<file path="src/rtl/dma_copy_pkg.sv">
// dma_copy_pkg: shared types and constants for the dma_copy word-copy initiator.
//   state_e     : job sequencing states
//   WORD_BYTES  : address stride per transferred word
//   WSTRB_READ  : strobe pattern that marks a read on the native bus
//   WSTRB_WORD  : strobe pattern for a full 32-bit write
package dma_copy_pkg;

  localparam int unsigned WORD_BYTES = 4;
  localparam int unsigned DATA_W     = 32;
  localparam int unsigned STRB_W     = 4;

  localparam logic [STRB_W-1:0] WSTRB_READ = 4'b0000;
  localparam logic [STRB_W-1:0] WSTRB_WORD = 4'b1111;

  typedef enum logic [2:0] {
    IDLE   = 3'd0,
    RD_REQ = 3'd1,
    RD_GAP = 3'd2,
    WR_REQ = 3'd3,
    WR_GAP = 3'd4,
    FIN    = 3'd5
  } state_e;

endpackage

</file>
<file path="src/rtl/dma_copy_if.sv">
// dma_copy_if: native memory bus (select/wstrb/addr/data/ready handshake).
//   master modport : the requesting side (dma_copy)
//   slave  modport : a ROM/SRAM style responder
//   mem_select : request, held until mem_ready
//   mem_addr   : byte address
//   mem_wstrb  : 0000 read, 1111 word write
//   mem_wdata  : write data
//   mem_rdata  : read data, valid with mem_ready && mem_select
//   mem_ready  : responder completion
interface dma_copy_if #(
  parameter int unsigned ADDR_W = 32
);
  import dma_copy_pkg::*;

  logic                mem_select;
  logic [ADDR_W-1:0]   mem_addr;
  logic [STRB_W-1:0]   mem_wstrb;
  logic [DATA_W-1:0]   mem_wdata;
  logic [DATA_W-1:0]   mem_rdata;
  logic                mem_ready;

  modport master (
    output mem_select,
    output mem_addr,
    output mem_wstrb,
    output mem_wdata,
    input  mem_rdata,
    input  mem_ready
  );

  modport slave (
    input  mem_select,
    input  mem_addr,
    input  mem_wstrb,
    input  mem_wdata,
    output mem_rdata,
    output mem_ready
  );

endinterface

</file>
<file path="src/rtl/dma_copy.sv">
// dma_copy: copies len 32-bit words from src_addr to dst_addr over the native
// memory bus, one read then one write per word, with one idle bus cycle after
// every completed transaction.
//   clk, reset      : clock, synchronous active-high reset
//   start           : one-cycle job request, only honoured in IDLE
//   src_addr/dst_addr : byte addresses, low two bits forced to zero
//   len             : word count (0 finishes immediately with no bus traffic)
//   fill_mode/fill_data : constant-fill job (only with DMA_COPY_FILL_EN)
//   busy, done      : job in progress / one-cycle completion pulse
//   words_done      : words written in the current (or last) job
//   bus             : dma_copy_if.master
// Build option: define DMA_COPY_FILL_EN to enable fill jobs, which skip the
// read phase and write fill_data to every destination word.
module dma_copy
  import dma_copy_pkg::*;
#(
  parameter int unsigned ADDR_W = 32,
  parameter int unsigned LEN_W  = 16
) (
  input  logic              clk,
  input  logic              reset,
  input  logic              start,
  input  logic [ADDR_W-1:0] src_addr,
  input  logic [ADDR_W-1:0] dst_addr,
  input  logic [LEN_W-1:0]  len,
  input  logic              fill_mode,
  input  logic [DATA_W-1:0] fill_data,
  output logic              busy,
  output logic              done,
  output logic [LEN_W-1:0]  words_done,
  dma_copy_if.master        bus
);

  localparam logic [ADDR_W-1:0] STRIDE = ADDR_W'(WORD_BYTES);

  state_e             state;
  logic [ADDR_W-1:0]  src_q;
  logic [ADDR_W-1:0]  dst_q;
  logic [LEN_W-1:0]   len_q;
  logic [DATA_W-1:0]  data_q;
`ifdef DMA_COPY_FILL_EN
  logic               fill_q;
`endif

  // Word-aligned views of the start addresses.
  logic [ADDR_W-1:0]  src_al;
  logic [ADDR_W-1:0]  dst_al;
  assign src_al = {src_addr[ADDR_W-1:2], 2'b00};
  assign dst_al = {dst_addr[ADDR_W-1:2], 2'b00};

  // A completion counts only while our own request is up; stale ready in a gap is ignored.
  logic xfer_ok;
  assign xfer_ok = bus.mem_select & bus.mem_ready;

`ifdef DMA_COPY_FILL_EN
  logic unused_in;
  assign unused_in = ^{src_addr[1:0], dst_addr[1:0]};
`else
  logic unused_in;
  assign unused_in = ^{src_addr[1:0], dst_addr[1:0], fill_mode, fill_data};
`endif

  // Job sequencer; all bus and status outputs are registered here.
  always_ff @(posedge clk) begin
    if (reset) begin
      state          <= IDLE;
      busy           <= 1'b0;
      done           <= 1'b0;
      words_done     <= '0;
      src_q          <= '0;
      dst_q          <= '0;
      len_q          <= '0;
      data_q         <= '0;
`ifdef DMA_COPY_FILL_EN
      fill_q         <= 1'b0;
`endif
      bus.mem_select <= 1'b0;
      bus.mem_addr   <= '0;
      bus.mem_wstrb  <= WSTRB_READ;
      bus.mem_wdata  <= '0;
    end else begin
      done <= 1'b0;
      case (state)
        IDLE: begin
          if (start) begin
            busy       <= 1'b1;
            words_done <= '0;
            if (len != '0) begin
              src_q <= src_al;
              dst_q <= dst_al;
              len_q <= len;
`ifdef DMA_COPY_FILL_EN
              fill_q <= fill_mode;
              if (fill_mode) begin
                // Fill jobs go straight to the write phase.
                data_q         <= fill_data;
                bus.mem_select <= 1'b1;
                bus.mem_addr   <= dst_al;
                bus.mem_wstrb  <= WSTRB_WORD;
                bus.mem_wdata  <= fill_data;
                state          <= WR_REQ;
              end else begin
                bus.mem_select <= 1'b1;
                bus.mem_addr   <= src_al;
                bus.mem_wstrb  <= WSTRB_READ;
                state          <= RD_REQ;
              end
`else
              bus.mem_select <= 1'b1;
              bus.mem_addr   <= src_al;
              bus.mem_wstrb  <= WSTRB_READ;
              state          <= RD_REQ;
`endif
            end else begin
              state <= FIN;
            end
          end
        end

        RD_REQ: begin
          if (xfer_ok) begin
            data_q         <= bus.mem_rdata;
            bus.mem_select <= 1'b0;
            state          <= RD_GAP;
          end
        end

        // Responders register ready from select, so ready lingers here one cycle.
        RD_GAP: begin
          bus.mem_select <= 1'b1;
          bus.mem_addr   <= dst_q;
          bus.mem_wstrb  <= WSTRB_WORD;
          bus.mem_wdata  <= data_q;
          state          <= WR_REQ;
        end

        WR_REQ: begin
          if (xfer_ok) begin
            bus.mem_select <= 1'b0;
            words_done     <= words_done + LEN_W'(1);
            src_q          <= src_q + STRIDE;
            dst_q          <= dst_q + STRIDE;
            state          <= WR_GAP;
          end
        end

        WR_GAP: begin
          if (words_done == len_q) begin
            state <= FIN;
          end
`ifdef DMA_COPY_FILL_EN
          else if (fill_q) begin
            bus.mem_select <= 1'b1;
            bus.mem_addr   <= dst_q;
            bus.mem_wstrb  <= WSTRB_WORD;
            bus.mem_wdata  <= data_q;
            state          <= WR_REQ;
          end
`endif
          else begin
            bus.mem_select <= 1'b1;
            bus.mem_addr   <= src_q;
            bus.mem_wstrb  <= WSTRB_READ;
            state          <= RD_REQ;
          end
        end

        FIN: begin
          done  <= 1'b1;
          busy  <= 1'b0;
          state <= IDLE;
        end

        default: begin
          bus.mem_select <= 1'b0;
          busy           <= 1'b0;
          state          <= IDLE;
        end
      endcase
    end
  end

endmodule

</file>
<file path="src/flat_wrapper.sv">
// flat-port wrapper written by rule: the top's interface ports become plain ports
module dma_copy_flat import dma_copy_pkg::*;
#(
  parameter int unsigned ADDR_W = 32,
  parameter int unsigned LEN_W  = 16
)
  (clk, reset, start, src_addr, dst_addr, len, fill_mode, fill_data, busy, done, words_done, bus_mem_select, bus_mem_addr, bus_mem_wstrb, bus_mem_wdata, bus_mem_rdata, bus_mem_ready);
  dma_copy_if #(.ADDR_W(ADDR_W)) bus_i ();
  input  logic clk;
  input  logic reset;
  input  logic start;
  input  logic [ADDR_W-1:0] src_addr;
  input  logic [ADDR_W-1:0] dst_addr;
  input  logic [LEN_W-1:0] len;
  input  logic fill_mode;
  input  logic [DATA_W-1:0] fill_data;
  output logic busy;
  output logic done;
  output logic [LEN_W-1:0] words_done;
  output wire logic [$bits(bus_i.mem_select)-1:0] bus_mem_select;
  output wire logic [$bits(bus_i.mem_addr)-1:0] bus_mem_addr;
  output wire logic [$bits(bus_i.mem_wstrb)-1:0] bus_mem_wstrb;
  output wire logic [$bits(bus_i.mem_wdata)-1:0] bus_mem_wdata;
  input wire logic [$bits(bus_i.mem_rdata)-1:0] bus_mem_rdata;
  input wire logic [$bits(bus_i.mem_ready)-1:0] bus_mem_ready;
  assign bus_mem_select = bus_i.mem_select;
  assign bus_mem_addr = bus_i.mem_addr;
  assign bus_mem_wstrb = bus_i.mem_wstrb;
  assign bus_mem_wdata = bus_i.mem_wdata;
  assign bus_i.mem_rdata = bus_mem_rdata;
  assign bus_i.mem_ready = bus_mem_ready;
  dma_copy #(.ADDR_W(ADDR_W), .LEN_W(LEN_W)) u_core (.clk(clk), .reset(reset), .start(start), .src_addr(src_addr), .dst_addr(dst_addr), .len(len), .fill_mode(fill_mode), .fill_data(fill_data), .busy(busy), .done(done), .words_done(words_done), .bus(bus_i));
endmodule
</file>
<file path="config.mk">
export PLATFORM = sky130hd
export DESIGN_NAME = dma_copy_flat
export DESIGN_NICKNAME = d
export VERILOG_FILES = /design/src/rtl/dma_copy_pkg.sv /design/src/rtl/dma_copy_if.sv /design/src/rtl/dma_copy.sv /design/src/flat_wrapper.sv
export SDC_FILE = /design/constraint.sdc
export NUM_CORES = 1
export LEC_CHECK = 0
export ABC_CLOCK_PERIOD_IN_PS = 2900
export CORE_MARGIN = 2
export CORE_UTILIZATION = 50
export CTS_CLUSTER_DIAMETER = 40
export DETAILED_ROUTE_END_ITERATION = 8
export GPL_TIMING_DRIVEN = 0
export MAX_ROUTING_LAYER = met4
export PLACE_DENSITY = 0.81
export SLEW_MARGIN = 20
export SYNTH_ARGS = -nofsm -noshare
export SYNTH_HDL_FRONTEND = slang
export SYNTH_SLANG_ARGS = --single-unit
export TNS_END_PERCENT = 20
</file>
<file path="constraint.sdc">
create_clock -name clk -period 2.9 [get_ports clk]
set_clock_uncertainty 0.05 [all_clocks]
set_input_delay 0.58 -clock clk [delete_from_list [all_inputs] [get_ports clk]]
set_output_delay 0.58 -clock clk [all_outputs]
set_load 0.01 [all_outputs]
</file>
==> results of run 1 <==
[Yosys cell counts, types with 9 or more instances]
cell type                  count
sky130_fd_sc_hd__inv_1        25
sky130_fd_sc_hd__nand3_1      47
sky130_fd_sc_hd__a22oi_1      33
sky130_fd_sc_hd__dfxtp_1     194
sky130_fd_sc_hd__o21ai_0      38
sky130_fd_sc_hd__clkbuf_1     72
sky130_fd_sc_hd__nor2_1       60
sky130_fd_sc_hd__o32ai_1      19
sky130_fd_sc_hd__buf_2        13
sky130_fd_sc_hd__nor4_1       12
sky130_fd_sc_hd__nor2b_1      31
sky130_fd_sc_hd__nor3_1       24
sky130_fd_sc_hd__buf_1        13
sky130_fd_sc_hd__a21oi_1     183
sky130_fd_sc_hd__and3_1        9
sky130_fd_sc_hd__mux2_2       30
sky130_fd_sc_hd__nand2_1     266
sky130_fd_sc_hd__xnor2_1      26
sky130_fd_sc_hd__nand4_1      27
[path summary, 6_finish.rpt]
path / to / startpoint / cells after the start
worst max-delay path: u_core.src_q[3]$_SDFFE_PP0P_ / u_core.state[0]$_SDFFE_PP0P_ / 7
worst min-delay path: u_core.bus.mem_wdata[28]$_SDFFE_PP0N_ / u_core.data_q[28]$_SDFFE_PP0P_ / 2
worst max register to register: u_core.src_q[3]$_SDFFE_PP0P_ / u_core.state[0]$_SDFFE_PP0P_ / 7
worst min register to register: u_core.bus.mem_wdata[28]$_SDFFE_PP0N_ / u_core.data_q[28]$_SDFFE_PP0P_ / 2
[logic make-up (layout without fill, tap and decap cells)]
logic type	after synthesis	after routing	share of synthesized area
simple gates	527	527	0.257
compound gates	353	353	0.224
flops	194	194	0.401
buf+inv	128	357	0.0529
mux	30	30	0.0349
xor+xnor	29	29	0.0262
fa+ha+maj	3	3	0.00388
[critical path, cell delays in order (launching register included)]
cell	delay (ns)
sky130_fd_sc_hd__dfxtp_1	0.31
sky130_fd_sc_hd__clkbuf_1	0.18
sky130_fd_sc_hd__buf_2	0.22
sky130_fd_sc_hd__nand3b_1	0.40
sky130_fd_sc_hd__clkbuf_1	0.53
sky130_fd_sc_hd__clkbuf_1	0.64
sky130_fd_sc_hd__nand2_1	0.19
sky130_fd_sc_hd__a311oi_1	0.29
[area by class of cell]
type | instances | area, µm²
buffer | 102 | 415
sequential | 194 | 3880
timing repair buffer | 197 | 1970
clock inverter | 15 | 240
clock buffer | 17 | 425
fill | 1559 | 6170
inverter | 26 | 97.6
tap | 260 | 325
multi-input combinational | 942 | 5300
[through the flow]
step,hold WS [ns],utilization
global placement,0.388,0.636
global route,0.421,0.672
CTS,0.405,0.672
floorplan,0.382,-
detailed placement,0.396,0.636
finish,0.405,0.672
[state kept, by name (all words and copies together) (netlist names)]
register	flops
u_core.bus.mem_select	1
u_core.state	3
u_core.data_q	32
u_core.busy	1
u_core.bus.mem_wdata	32
u_core.words_done	16
u_core.dst_q	30
u_core.bus.mem_wstrb	1
u_core.len_q	16
u_core.bus.mem_addr	31
u_core.done	1
u_core.src_q	30
[per-layer routing]
metal / global-route usage / part of all wire / up-vias
met4: 0.117 / 0.030 / 0
met2: 0.490 / 0.45 / 699
met1: 0.439 / 0.41 / 4902
li1: - / - / 4928
met5: - / 0 / -
met3: 0.0694 / 0.12 / 85
[power groups by stage]
stage	sequential [mW]	clock, mW	combinational, mW
floorplan	2.95	0	0.420
global placement	2.96	0	0.805
detailed placement	2.96	0	0.816
CTS	2.90	2.63	0.822
global route	2.92	2.74	0.903
finish	2.91	2.62	0.838
[repair_timing]
action | CTS | global route
gates resized for setup | 0 | 4
endpoints found under the hold margin | 0 | 0
hold buffers | 0 | 0
setup endpoints to repair | 0 | 20
==> Flow_metrics.wiki, run 1 <==
{| class="wikitable"
! Metric !! Value
|-
| Run status || finished, final reports clean
|-
| Max-cap violations || 0
|-
| I/O Buffers || 197
|-
| Post-detailed-placement half-perimeter wirelength || 24200 µm
|-
| Global-route wire length before repair || 51000 µm
|-
| Largest net degree at the start of global routing || 24
|-
| Area Overhead vs Synth || 30.8%
|-
| R2r setup slk || 0.002 ns
|-
| Rel. slew slack || 0.326
|-
| Number of nets in the finished design || 1632
|-
| Row Count || 50
|-
| Endpoint type of the worst setup path || register
|-
| Final worst setup slack || 0.00242 ns
|-
| Yosys top cell area share || 0.401
|-
| Maximum net fanout on the critical path || 10
|-
| Worst Path Required || 3.20 ns
|-
| Distinct cells, synth || 62
|-
| Starting Density || 0.514
|-
| Height of the die || 143 µm
|-
| CTS clk-pin slew, worst paths || 0.09 ns
|-
| Final TNS setup || 0 ns
|-
| Number of enable flip-flop cells after synthesis || 0
|-
| Gate count after technology mapping || 1264
|-
| All-layer global routing usage || 0.328
|-
| Detailed-route vias per instance || 6.05
|-
| Antenna violations before repair || 0
|-
| TritonCTS Buffers || 17
|-
| Width of the die || 143 µm
|-
| Largest buffer count on any clock path || 2
|-
| Setup bufs post-CTS || 0
|-
| Routed Antenna Nets || 0
|-
| Data arrival, critical path || 3.20 ns
|-
| Area of the die || 0.0205 mm²
|-
| Global placer's final weighted congestion || 0.998
|-
| Routed wire length per instance || 19.0 µm
|-
| Period minus WS final || 2.90 ns
|-
| Worst slew pin tran || 1.00 ns
|-
| Placeable core region || 0.0188 mm²
|-
| Synth Cell Area || 0.00968 mm²
|-
| Post-Layout Inst Area || 0.0127 mm²
|-
| Number of design rule violations left after detail routing || 0
|-
| Proportion of power drawn by flip-flops and latches || 0.457
|-
| Async set-reset flop share out of synthesis || 0
|-
| Clock network fraction of total power || 0.411
|-
| Switching pwr || 1.88 mW
|-
| Post-synthesis sequential area ratio || 0.401
|-
| Internal power consumption || 4.49 mW
|-
| Number of nets in the synthesized netlist || 1416
|-
| Max-slew violation count || 0
|-
| Post-Synthesis Mean Instance Area || 7.66 µm²
|-
| Total via count after detailed routing || 10.6k
|-
| Clock Tree Root || sky130_fd_sc_hd__clkbuf_16
|-
| Fmax achieved || 0.345 GHz
|-
| H-tree depth || 4
|-
| Commonest non-fill, non-tap cell in the layout || sky130_fd_sc_hd__nand2_1
|-
| Layout cells sized above 1 || 0.0643
|-
| Period utilisation layout || 0.999
|-
| Number of placed cells counting well taps || 1721
|-
| First-iteration detailed-routing DRC count || 1273
|-
| Count of endpoints failing hold in the final timing report || 0
|-
| Antenna diode instance count || 0
|-
| Count of boundary I/O pins || 236
|-
| Commonest non-fill, non-tap cells in the layout || sky130_fd_sc_hd__nand2_1 (266), sky130_fd_sc_hd__clkdlybuf4s50_1 (197), sky130_fd_sc_hd__dfxtp_1 (194)
|-
| Path category of the worst min-delay check || register to register
|-
| Final std cells w/o fill || 1753
|-
| Total power per unit cell area || 503 mW/mm²
|-
| Aggregate routed wire length || 33300 µm
|-
| Area post-placement || 0.0120 mm²
|-
| Element type at the critical path start || register
|-
| Predominant post-synthesis flop cell || sky130_fd_sc_hd__dfxtp_1
|-
| Top area cells in the synthesized netlist || sky130_fd_sc_hd__dfxtp_1 (40%), sky130_fd_sc_hd__nand2_1 (10%), sky130_fd_sc_hd__a21oi_1 (9.5%), sky130_fd_sc_hd__mux2_2 (3.5%), sky130_fd_sc_hd__clkbuf_1 (2.8%)
|-
| Net Sw Frac || 0.295
|-
| Maximum resistive drop on vdd || 404 µV
|-
| Synthesized flop and latch total || 194
|-
| YS warnings || 0
|-
| TritonCTS clock tree || built
|-
| Worst Path Class, Setup || register to register
|-
| First-pass detailed-route iteration total || 6
|-
| Final Power || 6.36 mW
|-
| Number of sinks on the clock net || 194
|-
| RSZ-0062 raised after global routing || yes
|-
| Pleak || 4.32 nW
|-
| Number of global-route vias before repair || 9428
|-
| Cell type contributing the most total cell area after synthesis || sky130_fd_sc_hd__dfxtp_1
|-
| Proportion of power drawn by combinational gates || 0.132
|-
| Final Setup Violations || 0
|-
| Pre-CTS setup slack || -0.316 ns
|-
| Insertion delay of the later-clocked pin in the worst-skew pair || 0.44 ns
|-
| Final global-route overflow total || 0
|}
(Power assumes the default switching activity.)
==> inputs of run 2 (changes only) <==
--- a/config.mk
+++ b/config.mk
@@ -5,14 +5,15 @@
 export SDC_FILE = /design/constraint.sdc
 export NUM_CORES = 1
 export LEC_CHECK = 0
-export ABC_CLOCK_PERIOD_IN_PS = 2900
+export ABC_CLOCK_PERIOD_IN_PS = 3420
+export CORE_ASPECT_RATIO = 0.6
 export CORE_MARGIN = 2
-export CORE_UTILIZATION = 50
+export CORE_UTILIZATION = 54
 export CTS_CLUSTER_DIAMETER = 40
 export DETAILED_ROUTE_END_ITERATION = 8
 export GPL_TIMING_DRIVEN = 0
 export MAX_ROUTING_LAYER = met4
-export PLACE_DENSITY = 0.81
+export PLACE_DENSITY = 0.86
 export SLEW_MARGIN = 20
 export SYNTH_ARGS = -nofsm -noshare
 export SYNTH_HDL_FRONTEND = slang
==> constraint.sdc (replaced) <==
create_clock -name clk -period 3.42 [get_ports clk]
set_clock_uncertainty 0.05 [all_clocks]
set_input_delay 0.684 -clock clk [delete_from_list [all_inputs] [get_ports clk]]
set_output_delay 0.684 -clock clk [all_outputs]
set_load 0.01 [all_outputs]
==> run 2 against run 1 <==
Against the previous run:
- global-route usage increased by 8.3 points
- clock power down 24%
- clock-buffer cell count rose by 2
- cell count fell by 1.4%
- sequential power down 14%
- power shrank 18%
- worst setup slack better by 0.26 ns
- register-to-register slack better by 0.37 ns
- first-iteration DRC count is 17% higher
- design area shrank 1.0%
- utilization rose by 4.9 points
- worst hold slack got worse by 0.0029 ns
==> Flow_metrics.wiki, run 2 (synthesized netlist as in run 1, its figures left out) <==
{| class="wikitable"
! Metric !! Value
|-
| Area Overhead vs Synth || 29.4%
|-
| Post-detailed-placement half-perimeter wirelength || 27900 µm (+15%)
|-
| Global-route wire length before repair || 57300 µm (+12%)
|-
| Post-Layout Inst Area || 0.0125 mm² (-1.0%)
|-
| Count of endpoints failing hold in the final timing report || 0 (unchanged)
|-
| Max-slew violation count || 0 (unchanged)
|-
| H-tree depth || 4 (unchanged)
|-
| Area post-placement || 0.0120 mm² (-0.21%)
|-
| TritonCTS Buffers || 17 (unchanged)
|-
| Period minus WS final || 3.15 ns
|-
| Count of boundary I/O pins || 236 (unchanged)
|-
| TritonCTS clock tree || built
|-
| Largest net degree at the start of global routing || 19 (-21%)
|-
| Net Sw Frac || 0.291 (-0.00425)
|-
| Startpoint of the lowest-slack register-to-register path || u_core.state[0]$_SDFFE_PP0P_
|-
| Fmax achieved || 0.317 GHz
|-
| Antenna violations before repair || 0 (unchanged)
|-
| Proportion of power drawn by flip-flops and latches || 0.477 (+0.020)
|-
| Largest registers in the final layout || u_core.bus.mem_wdata x32, u_core.data_q x32, u_core.bus.mem_addr x31
|-
| Routed Antenna Nets || 0 (unchanged)
|-
| Final Setup Violations || 0 (unchanged)
|-
| Worst Path Class, Setup || input pin to register
|-
| Path category of the worst min-delay check || register to register
|-
| Global placer's final weighted congestion || 0.983 (-1.5%)
|-
| Period utilisation layout || 0.922
|-
| Row Count || 37 (-26%)
|-
| Worst slew pin tran || 1.08 ns (+0.0802 ns)
|-
| Detailed-route vias per instance || 6.31 (+4.3%)
|-
| Hold wc startpoint || u_core.data_q[15]$_SDFFE_PP0P_
|-
| Endpoint of the lowest-slack register-to-register path || u_core.src_q[3]$_SDFFE_PP0P_
|-
| Element type at the critical path start || input pin
|-
| Commonest non-fill, non-tap cell in the layout || sky130_fd_sc_hd__nand2_1
|-
| Maximum resistive drop on vdd || 355 µV (-12%)
|-
| Number of placed cells counting well taps || 1696 (-1.5%)
|-
| All-layer global routing usage || 0.411 (+0.0826)
|-
| I/O Buffers || 197 (unchanged)
|-
| R2r setup slk || 0.37 ns (+0.37 ns)
|-
| Layout cells sized above 1 || 0.0636 (-0.000712)
|-
| Setup bufs post-CTS || 0 (unchanged)
|-
| Routed wire length per instance || 22.0 µm (+16%)
|-
| Proportion of power drawn by combinational gates || 0.140 (+0.008)
|-
| First-pass detailed-route iteration total || 6 (unchanged)
|-
| Final TNS setup || 0 ns (unchanged)
|-
| Footprint of the flip-flops and latches || 0.00388 mm² (unchanged)
|-
| Number of cells traversed by the worst register-to-register path || 7 (unchanged)
|-
| Rel. slew slack || 0.276 (-0.0495)
|-
| Number of sinks on the clock net || 194 (unchanged)
|-
| CTS clk-pin slew, worst paths || 0.08 ns (about the same)
|-
| End point of the most critical hold path || u_core.bus.mem_wdata[15]$_SDFFE_PP0N_
|-
| Data arrival, critical path || 3.48 ns (+0.28 ns)
|-
| Max-cap violations || 0 (unchanged)
|-
| Endpoint type of the worst setup path || register
|-
| Count of fill cells added during filler insertion || 1427 (-8.5%)
|-
| Number of hold buffers added after cts || 0 (unchanged)
|-
| Height of the die || 108 µm (-25%)
|-
| Number of global-route vias before repair || 9864 (+4.6%)
|-
| Maximum net fanout on the critical path || 10 (unchanged)
|-
| Aggregate routed wire length || 38000 µm (+14%)
|-
| Number of nets in the finished design || 1633 (+0.061%)
|-
| Area of the die || 0.0190 mm² (-7.0%)
|-
| Worst Path Required || 3.75 ns (+0.55 ns)
|-
| Final std cells w/o fill || 1728 (-1.4%)
|-
| Switching pwr || 1.51 mW (-19%)
|-
| Run status || finished, final reports clean
|-
| Final global-route overflow total || 0 (unchanged)
|-
| Number of design rule violations left after detail routing || 0 (unchanged)
|-
| Total power per unit cell area || 416 mW/mm² (-17%)
|-
| Total via count after detailed routing || 10.9k (+2.8%)
|-
| Internal power consumption || 3.69 mW (-18%)
|-
| First-iteration detailed-routing DRC count || 1492 (+17%)
|-
| Largest buffer count on any clock path || 2 (unchanged)
|-
| Clock network fraction of total power || 0.382 (-0.029)
|-
| Placeable core region || 0.0174 mm² (-7.8%)
|-
| RSZ-0062 raised after global routing || no
|-
| Depth of the worst hold-timing path || 2 (unchanged)
|-
| Post_cts resized || 0 (unchanged)
|-
| Pleak || 4.27 nW (-1.1%)
|-
| Commonest non-fill, non-tap cells in the layout || sky130_fd_sc_hd__nand2_1 (266), sky130_fd_sc_hd__clkdlybuf4s50_1 (197), sky130_fd_sc_hd__dfxtp_1 (194)
|-
| Antenna diode instance count || 0 (unchanged)
|-
| Starting Density || 0.558 (+0.0435)
|-
| Clock Tree Root || sky130_fd_sc_hd__clkbuf_16
|-
| Width of the die || 177 µm (+24%)
|-
| Multi-input gate area in the final layout || 0.00529 mm² (-0.21%)
|-
| Insertion delay of the later-clocked pin in the worst-skew pair || 0.45 ns (about the same)
|-
| Final Power || 5.21 mW (-18%)
|}
==> run 2: cell count changes in the layout (fill, tap and decap cells not counted), moves of 2 or more <==
cell / change
sky130_fd_sc_hd__inv_12: -6
sky130_fd_sc_hd__clkinv_4: +4
sky130_fd_sc_hd__clkinv_8: -4
sky130_fd_sc_hd__clkinvlp_4: +3
sky130_fd_sc_hd__inv_6: +3
sky130_fd_sc_hd__clkbuf_8: +2
==> run 2: stage by stage <==
stage	setup WS (ns)	hold WS [ns]	util
after global placement	0.0112	0.385	0.688
after global routing	0.208	0.416	0.722
final	0.266	0.402	0.722
after floorplan	1.20	0.382	-
after CTS	0.529	0.402	0.722
after detailed placement	0.0778	0.396	0.689
==> run 2: worst max-delay path, stage by stage <==
cell and delay, ns:
sky130_fd_sc_hd__clkdlybuf4s50_1 0.43, sky130_fd_sc_hd__nor4_1 0.36, sky130_fd_sc_hd__nand4_1 0.24, sky130_fd_sc_hd__o21ai_1 0.73, sky130_fd_sc_hd__clkbuf_1 0.62, sky130_fd_sc_hd__o21ai_0 0.24
sky130_fd_sc_hd__a21oi_1 0.17
==> run 2: worst max path at each step <==
stage               slack (ns)     from                              endpoint  cells after the start
floorplan                 1.20  len[15]  u_core.bus.mem_addr[10]$_SDFFE_PP0P_                      7
global placement          0.01  len[11]         u_core.src_q[15]$_SDFFE_PP0P_                      7
detailed placement        0.08    start         u_core.src_q[13]$_SDFFE_PP0P_                      8
CTS                       0.53    start         u_core.src_q[13]$_SDFFE_PP0P_                      8
global route              0.21  len[11]         u_core.src_q[14]$_SDFFE_PP0P_                      7
finish                    0.27  len[11]         u_core.src_q[13]$_SDFFE_PP0P_                      7
==> run 2: power groups by stage <==
stage               clock network [mW]  registers, mW  logic, mW
floorplan                            0           2.50      0.356
global placement                     0           2.52      0.691
detailed placement                   0           2.53      0.702
CTS                               1.98           2.47      0.708
global route                      2.07           2.49      0.777
finish                            1.99           2.49      0.731
==> run 2: routing by layer <==
layer  track usage  wire, µm
met1         0.606     16800
met2         0.527     14600
met3         0.137      6010
met4        0.0998       562
met5             -         0
==> run 2: area by class of cell <==
cell class,instances,area share
buffer,102,0.0331
clock buffer,19,0.0361
clock inverter,13,0.00959
inverter,26,0.00779
multi-input combinational,942,0.422
sequential,194,0.310
tap,234,0.0234
timing repair buffer,198,0.158
